==> config.mk <==
export PLATFORM = sky130hd
export DESIGN_NAME = alu_pipe
export DESIGN_NICKNAME = d
export VERILOG_FILES = /design/src/rtl/alu_pipe.sv
export SDC_FILE = /design/constraint.sdc
export NUM_CORES = 1
export LEC_CHECK = 0
export CAP_MARGIN = 20
export CORE_MARGIN = 10
export CORE_UTILIZATION = 40
export CTS_BUF_LIST = sky130_fd_sc_hd__clkbuf_8
export DETAILED_ROUTE_END_ITERATION = 16
export PLACE_DENSITY = 0.71
export SLEW_MARGIN = 20
export SYNTH_ARGS = -nofsm -noshare
export SYNTH_HDL_FRONTEND = slang
export SYNTH_SLANG_ARGS = --single-unit
==> constraint.sdc <==
create_clock -name clk -period 12.8 [get_ports clk]
set_input_delay 2.56 -clock clk [delete_from_list [all_inputs] [get_ports clk]]
set_output_delay 2.56 -clock clk [all_outputs]
set_load 0.005 [all_outputs]
==> src/rtl/alu_pipe.sv <==
// alu_pipe: start/done ALU on WIDTH-bit operands. Single-cycle ops and a
// MULT_LAT-cycle multiply share one registered result/err/done path.
module alu_pipe #(
  parameter int WIDTH    = 8,
  parameter int MULT_LAT = 3
) (
  input  logic                 clk,
  input  logic                 reset,
  input  logic [WIDTH-1:0]     A,
  input  logic [WIDTH-1:0]     B,
  input  logic [2:0]           op,
  input  logic                 start,
  output logic                 busy,
  output logic                 done,
  output logic                 err,
  output logic [2*WIDTH-1:0]   result
);
  typedef enum logic {IDLE, EXEC} state_t;
  localparam logic [2:0] OP_NOP = 3'b000, OP_ADD = 3'b001, OP_AND = 3'b010,
                         OP_XOR = 3'b011, OP_MUL = 3'b100, OP_SUB = 3'b101;
  state_t               r_state, w_state_nx;
  logic [3:0]           r_cnt, w_cnt_nx;
  logic [WIDTH-1:0]     r_a, r_b;
  logic [2:0]           r_op;
  logic                 r_done, r_err;
  logic [2*WIDTH-1:0]   r_result;
  logic                 w_acc, w_fin;
  logic [WIDTH:0]       w_sum, w_diff;
  logic [2*WIDTH-1:0]   w_prod, w_res;
  assign w_acc = (r_state == IDLE) && start;
  assign w_fin = (r_state == EXEC) && (r_cnt == 4'd1);
  always_comb begin
    w_state_nx = r_state;
    w_cnt_nx   = r_cnt;
    if (w_acc) begin
      w_state_nx = EXEC;
      w_cnt_nx   = (op == OP_MUL) ? 4'(MULT_LAT) : 4'd1;
    end else if (r_state == EXEC) begin
      w_state_nx = w_fin ? IDLE : EXEC;
      w_cnt_nx   = r_cnt - 4'd1;
    end
  end
  // bit WIDTH of the difference is the borrow, matching the carry of the sum
  assign w_sum  = {1'b0, r_a} + {1'b0, r_b};
  assign w_diff = {1'b0, r_a} - {1'b0, r_b};
  assign w_prod = {{WIDTH{1'b0}}, r_a} * {{WIDTH{1'b0}}, r_b};
  always_comb begin
    w_res = (r_op == OP_NOP) ? r_result :
            (r_op == OP_ADD) ? {{(WIDTH-1){1'b0}}, w_sum} :
            (r_op == OP_AND) ? {{WIDTH{1'b0}}, r_a & r_b} :
            (r_op == OP_XOR) ? {{WIDTH{1'b0}}, r_a ^ r_b} :
            (r_op == OP_MUL) ? w_prod :
            (r_op == OP_SUB) ? {{(WIDTH-1){1'b0}}, w_diff} : '0;
  end
  always_ff @(posedge clk or posedge reset) begin
    if (reset) begin
      r_state  <= IDLE;
      r_cnt    <= '0;
      r_a      <= '0;
      r_b      <= '0;
      r_op     <= '0;
      r_done   <= 1'b0;
      r_err    <= 1'b0;
      r_result <= '0;
    end else begin
      r_state <= w_state_nx;
      r_cnt   <= w_cnt_nx;
      r_done  <= w_fin;
      if (w_acc) begin
        r_a  <= A;
        r_b  <= B;
        r_op <= op;
      end
      if (w_fin) begin
        r_err    <= (r_op[2:1] == 2'b11);
        r_result <= w_res;
      end
    end
  end
  assign busy   = (r_state == EXEC);
  assign done   = r_done;
  assign err    = r_err;
  assign result = r_result;
endmodule

==> results.tsv, run 1 <==
metric	value	unit
WL/cell	17.90	um
Final Critical Period	4565	ps
CP max stage delay	570	ps
Avg Vias per Cell	5.474	
total number of vias	3848	
Final #Nets	673	
Resized Gates After CTS	0	
Detailed Place HPWL	9781	um
f_max	219.1	MHz
most common cell after layout, fill and taps aside	inv_1	
Setup TNS	0	ps
hold_ws	494.1	ps
worst slew pin tran	758.3	ps
worst min path class	reg2reg	
Synth Flop Type	dfrtp_1	
I/O pins	41	
final setup fails	0	
Total GRT Usage	0.1560	
synthesis-to-finish area growth	13.42	%
# diodes	0	
Tcrit/Tclk final	0.3566	
RSZ-0062 raised after global routing	false	
Overflow after GRT	0	
Hold Vio Cnt, Final	0	
fraction of layout cells with a size suffix above 1	0.05714	
TritonCTS buffer count	5	
global-route wire length before repair	20810	um
Yosys Warn Count	0	
vias in the first global route	4066	
stages on the worst setup path	14	
library cells used by synthesis	67	
die footprint	0.01634	sq mm
1st-pass router iterations	5	
CP Capture Type	register	
clock sinks	42	
cell area after layout	0.005276	sq mm
postcts setup bufs	0	
fraction of registers with async set/reset	1.000	
number of cell rows	39	
Clk Latency, worst-skew pair	310	ps
drt total wl	12580	um
Avg Synthesized Cell Area	8.912	sq um
core area	0.01142	sq mm
CTS max path bufs	2	
Layout Skew	8.043	ps
antenna violations before repair	0	
crit-path leading delay family	adder cells	
DRT iter0 DRCs	256	
Rel. slew slack	0.4945	
Mapped Area	0.004652	sq mm
CP max FO	7	
Max Cap Violations	0	
Placer Congestion	0.9792	
cells along the critical path	inv_1 -> nor2_1 -> fa_1 -> fa_1 -> fa_1 -> inv_1 -> fa_1 -> inv_1 -> ha_1 -> or3_1 -> o21ai_2 -> a21oi_1 -> o21a_1 -> o31ai_1	
Post-route DRC	0	
Max Slew Vio Count	0	
CTS tree	yes	
clock-pin slew on the worst setup and hold paths	100	ps
Port Buffers	40	
CP required	13020	ps
Worst Reg-to-Reg Cells	14	
Non-Filler Instances	703	
kind of critical path	reg2reg	
number of flops mapped to enable cells by yosys	0	
Yosys reg bits	42	
status	complete, no violations	
most frequent cells in the layout	inv_1 (72), ha_1 (54), nand2_1 (46)	
Worst path slowest cell	fa_1	
Hold Path Depth	2	
Worst Path Buf+Inv	3	
die height	127.8	um
# H-tree levels	2	
Critical Path AT	4790	ps
Initial Util	0.4074	
largest net degree at the start of global routing	43	
syn_nets	636	
CP startpoint kind	register	
Post-DP Area	0.005186	sq mm
Die W	127.8	um
hold buffer count at CTS	0	
Root Buffer Master	clkbuf_8	
dpl cells	695	
Cells after Synth	522	
post-synthesis sequential area ratio	0.2259	
Final ANT Viol Nets	0	
most frequent CP cell	fa_1	
worst paths after layout:
path | from | to | slack (ps)
min in group asynchronous | reset | result[15]$_DFFE_PP0P_ | 2700
setup reg to reg | r_a[1]$_DFFE_PP0P_ | result[13]$_DFFE_PP0P_ | 8230
max in group asynchronous | reset | result[3]$_DFFE_PP0P_ | 9690
hold / removal | err$_DFFE_PP0P_ | err$_DFFE_PP0P_ | 490
hold reg to reg | err$_DFFE_PP0P_ | err$_DFFE_PP0P_ | 490
setup / recovery | r_a[1]$_DFFE_PP0P_ | result[13]$_DFFE_PP0P_ | 8230
cell usage after synthesis, drive strengths merged (4+ instances only):
cell type,count,area (sq um)
a211oi,4,35.03
a21o,5,37.54
a21oi,22,125.1
a31oi,4,25.02
and2,36,225.2
buf,7,43.79
clkbuf,5,18.77
dfrtp,42,1051
fa,38,760.7
ha,54,675.7
inv,76,287.8
mux2,9,101.4
nand2,46,172.7
nand2b,4,25.02
nand3,6,35.03
nor2,39,148.9
nor2b,5,33.78
nor3,11,55.05
nor3b,5,42.54
o211ai,5,37.54
o21a,4,30.03
o21ai,37,188.9
xnor2,14,122.6
through the flow:
step | setup WS [ps] | utilization
2_1_floorplan | 8621 | -
5_1_grt | 7953 | 0.4621
3_5_place_dp | 8273 | 0.4542
4_1_cts | 8226 | 0.4621
3_3_place_gp | 8364 | 0.4542
6_report | 8235 | 0.4621
logic make-up after synthesis:
| logic type | after synthesis | synth area share |
|---|---|---|
| XOR/XNOR | 15 | 0.02824 |
| multiplexers | 12 | 0.02824 |
| flip-flops | 42 | 0.2259 |
| adder cells (fa/ha/maj) | 92 | 0.3088 |
| AO/OA/AOI/OAI | 107 | 0.1530 |
| AND/OR/NAND/NOR | 165 | 0.1797 |
| buffers and inverters | 89 | 0.07612 |
worst reg2reg max path, stage by stage, from the launching register on:
cell and delay [ps]:
dfrtp_1 480, inv_1 260, nor2_1 120, fa_1 500, fa_1 550, fa_1 570, inv_1 60, fa_1 540
inv_1 50, ha_1 230, or3_1 460, o21ai_2 180, a21oi_1 100, o21a_1 170, o31ai_1 200
cell type report:
cell class / count / area, sq um
Clock inverter: 3 / 21.27
Inverter: 77 / 291.5
Clock buffer: 5 / 68.82
Multi-Input combinational cell: 391 / 3249
Fill cell: 1119 / 6142
Sequential cell: 42 / 1051
Tap cell: 143 / 178.9
Timing Repair Buffer: 42 / 415.4
per-layer routing:
metal  GRT usage  vias to the layer above  wire length, um
met5           0                        -                0
met4     0.04172                        0              203
met3     0.02275                       13              692
met2      0.2586                      125             6093
met1      0.2072                     1884             5592
li1            -                     1826                -
registers in the layout, summed over array words and instances, names as in the netlist:
name	flops
busy	1
done	1
err	1
r_a	8
r_b	8
r_cnt	4
r_op	3
result	16
Power of run 1 is not shown: default switching activity piles up to over one toggle a cycle in this logic, so the estimate is an artifact.
==> run 2, diff against run 1 <==
==> constraint.sdc (replaced) <==
create_clock -name clk -period 4.54 [get_ports clk]
set_input_delay 0.908 -clock clk [delete_from_list [all_inputs] [get_ports clk]]
set_output_delay 0.908 -clock clk [all_outputs]
set_load 0.005 [all_outputs]
==> results.tsv, run 2 (synthesis results as in run 1) <==
metric	value	unit	change
status	complete, no violations		
Root Buffer Master	clkbuf_8		
met1 GRT Util	0.2030		-0.004205
clock sinks	42		unchanged
CP required	4770	ps	-8250 ps
f_max	230.6	MHz	+5.3%
Rel. slew slack	0.5093		+0.01477
M3 GR Usage	0.02399		+0.001241
fraction of layout cells with a size suffix above 1	0.09298		+0.03584
most frequent cells in the layout	inv_1 (72), ha_1 (51), nand2_1 (46)		
DRT iter0 DRCs	371		+45%
vias in the first global route	4015		-1.3%
Post-DP Area	0.005246	sq mm	+1.2%
CTS tree	yes		
beginning of the worst hold path	result[11]$_DFFE_PP0P_		
CP startpoint kind	register		
synthesis-to-finish area growth	17.21	%	
global-route wire length before repair	20620	um	-0.89%
dpl cells	703		+1.2%
crit path launch	r_b[4]$_DFFE_PP0P_		
CP Capture Type	register		
Tcrit/Tclk final	0.9551		+0.5984
I/O pins	41		unchanged
cell area after layout	0.005453	sq mm	+3.3%
Initial Util	0.4074		unchanged
Non-Filler Instances	713		+1.4%
worst min path class	reg2reg		
# H-tree levels	2		unchanged
RSZ-0062 raised after global routing	false		
fillers	1101		-1.6%
met2 usage in global routing	0.2571		-0.001503
hold_ws	487.1	ps	-7.011 ps
kind of critical path	reg2reg		
Max Cap Violations	0		unchanged
Port Buffers	40		unchanged
Overflow after GRT	0		unchanged
final setup fails	0		unchanged
Total GRT Usage	0.1539		-0.002168
# diodes	0		unchanged
Clk Latency, worst-skew pair	320	ps	about the same
clock-pin slew on the worst setup and hold paths	90	ps	about the same
1st-pass router iterations	5		unchanged
Final #Nets	683		+1.5%
Post-route DRC	0		unchanged
Setup TNS	0	ps	unchanged
Placer Congestion	0.9402		-4.0%
worst r2r src	r_b[4]$_DFFE_PP0P_		
number of cell rows	39		unchanged
TritonCTS buffer count	5		unchanged
total number of vias	3867		+0.49%
core area	0.01142	sq mm	unchanged
Critical Path AT	4560	ps	-230 ps
layer with the highest usage	met2		
CTS max path bufs	2		unchanged
antenna violations before repair	0		unchanged
Hold Vio Cnt, Final	0		unchanged
WL/cell	17.09	um	-4.5%
Avg Vias per Cell	5.424		-0.92%
drt total wl	12190	um	-3.1%
max FFs per register	16		unchanged
Max Slew Vio Count	0		unchanged
most common cell after layout, fill and taps aside	inv_1		
Detailed Place HPWL	9689	um	-0.94%
Die W	127.8	um	unchanged
Final ANT Viol Nets	0		unchanged
die height	127.8	um	unchanged
CP max FO	7		unchanged
Final Critical Period	4336	ps	-229.1 ps
largest net degree at the start of global routing	43		unchanged
Layout Skew	13.15	ps	+5.107 ps
worst slew pin tran	736.1	ps	-22.16 ps
die footprint	0.01634	sq mm	unchanged
-- run 2: cell count changes in the layout (fill, tap and decap cells not counted), moves of 2 or more --
cell,previous run,this run
buf_4,2,12
dfrtp_1,42,37
dfrtp_2,0,5
ha_1,54,51
bufinv_16,0,2
ha_4,0,2
o21ai_0,35,33
-- run 2: cell type report --
type / instances / area [sq um] / area share
repair buffers: 52 / 490.5 / 0.08995
inverters: 77 / 291.5 / 0.05346
multi-input cells: 391 / 3297 / 0.6046
well taps: 143 / 178.9 / 0.03281
clock buffers: 5 / 68.82 / 0.01262
clock inverters: 3 / 68.82 / 0.01262
flip-flops and latches: 42 / 1057 / 0.1939
-- run 2: repair_timing --
action,4_1_cts,5_1_grt
endpoints found under the setup margin,1,9
hold buffers,0,0
gates resized for setup,1,13
setup buffers,0,2
pin swaps,0,1
-- run 2: worst max-delay path, cell delays in order, from the launching register on --
cell	delay (ps)
dfrtp_2	490
ha_2	250
fa_1	570
fa_1	440
fa_1	560
inv_1	60
fa_1	540
inv_1	70
ha_4	260
o21a_1	200
o21a_1	220
o21ai_2	90
a21oi_1	110
o21a_1	180
o31ai_2	200
-- run 2: final timing paths --
| kind | end | slack, ps | cells past startpoint |
|---|---|---|---|
| setup reg to reg | result[13]$_DFFE_PP0P_ | 200 | 14 |
| max in group asynchronous | r_b[4]$_DFFE_PP0P_ | 3090 | 3 |
| hold / removal | result[11]$_DFFE_PP0P_ | 490 | 2 |
| hold reg to reg | result[11]$_DFFE_PP0P_ | 490 | 2 |
| setup / recovery | result[13]$_DFFE_PP0P_ | 200 | 14 |
| min in group asynchronous | result[7]$_DFFE_PP0P_ | 1030 | 3 |
-- run 2: per-layer routing --
| metal | vias to the layer above | wire (um) |
|---|---|---|
| met5 | - | 0 |
| met4 | 0 | 141 |
| met3 | 11 | 713 |
| met2 | 132 | 5963 |
| met1 | 1879 | 5369 |
| li1 | 1845 | - |
-- run 2: through the flow --
step                setup WS, ps  utilization
CTS                        23.21       0.4717
detailed placement         42.13       0.4595
global route               2.399       0.4775
global placement           114.3       0.4595
finish                     204.0       0.4775
floorplan                  361.2            -
Power of run 2 is left out for the same reason.
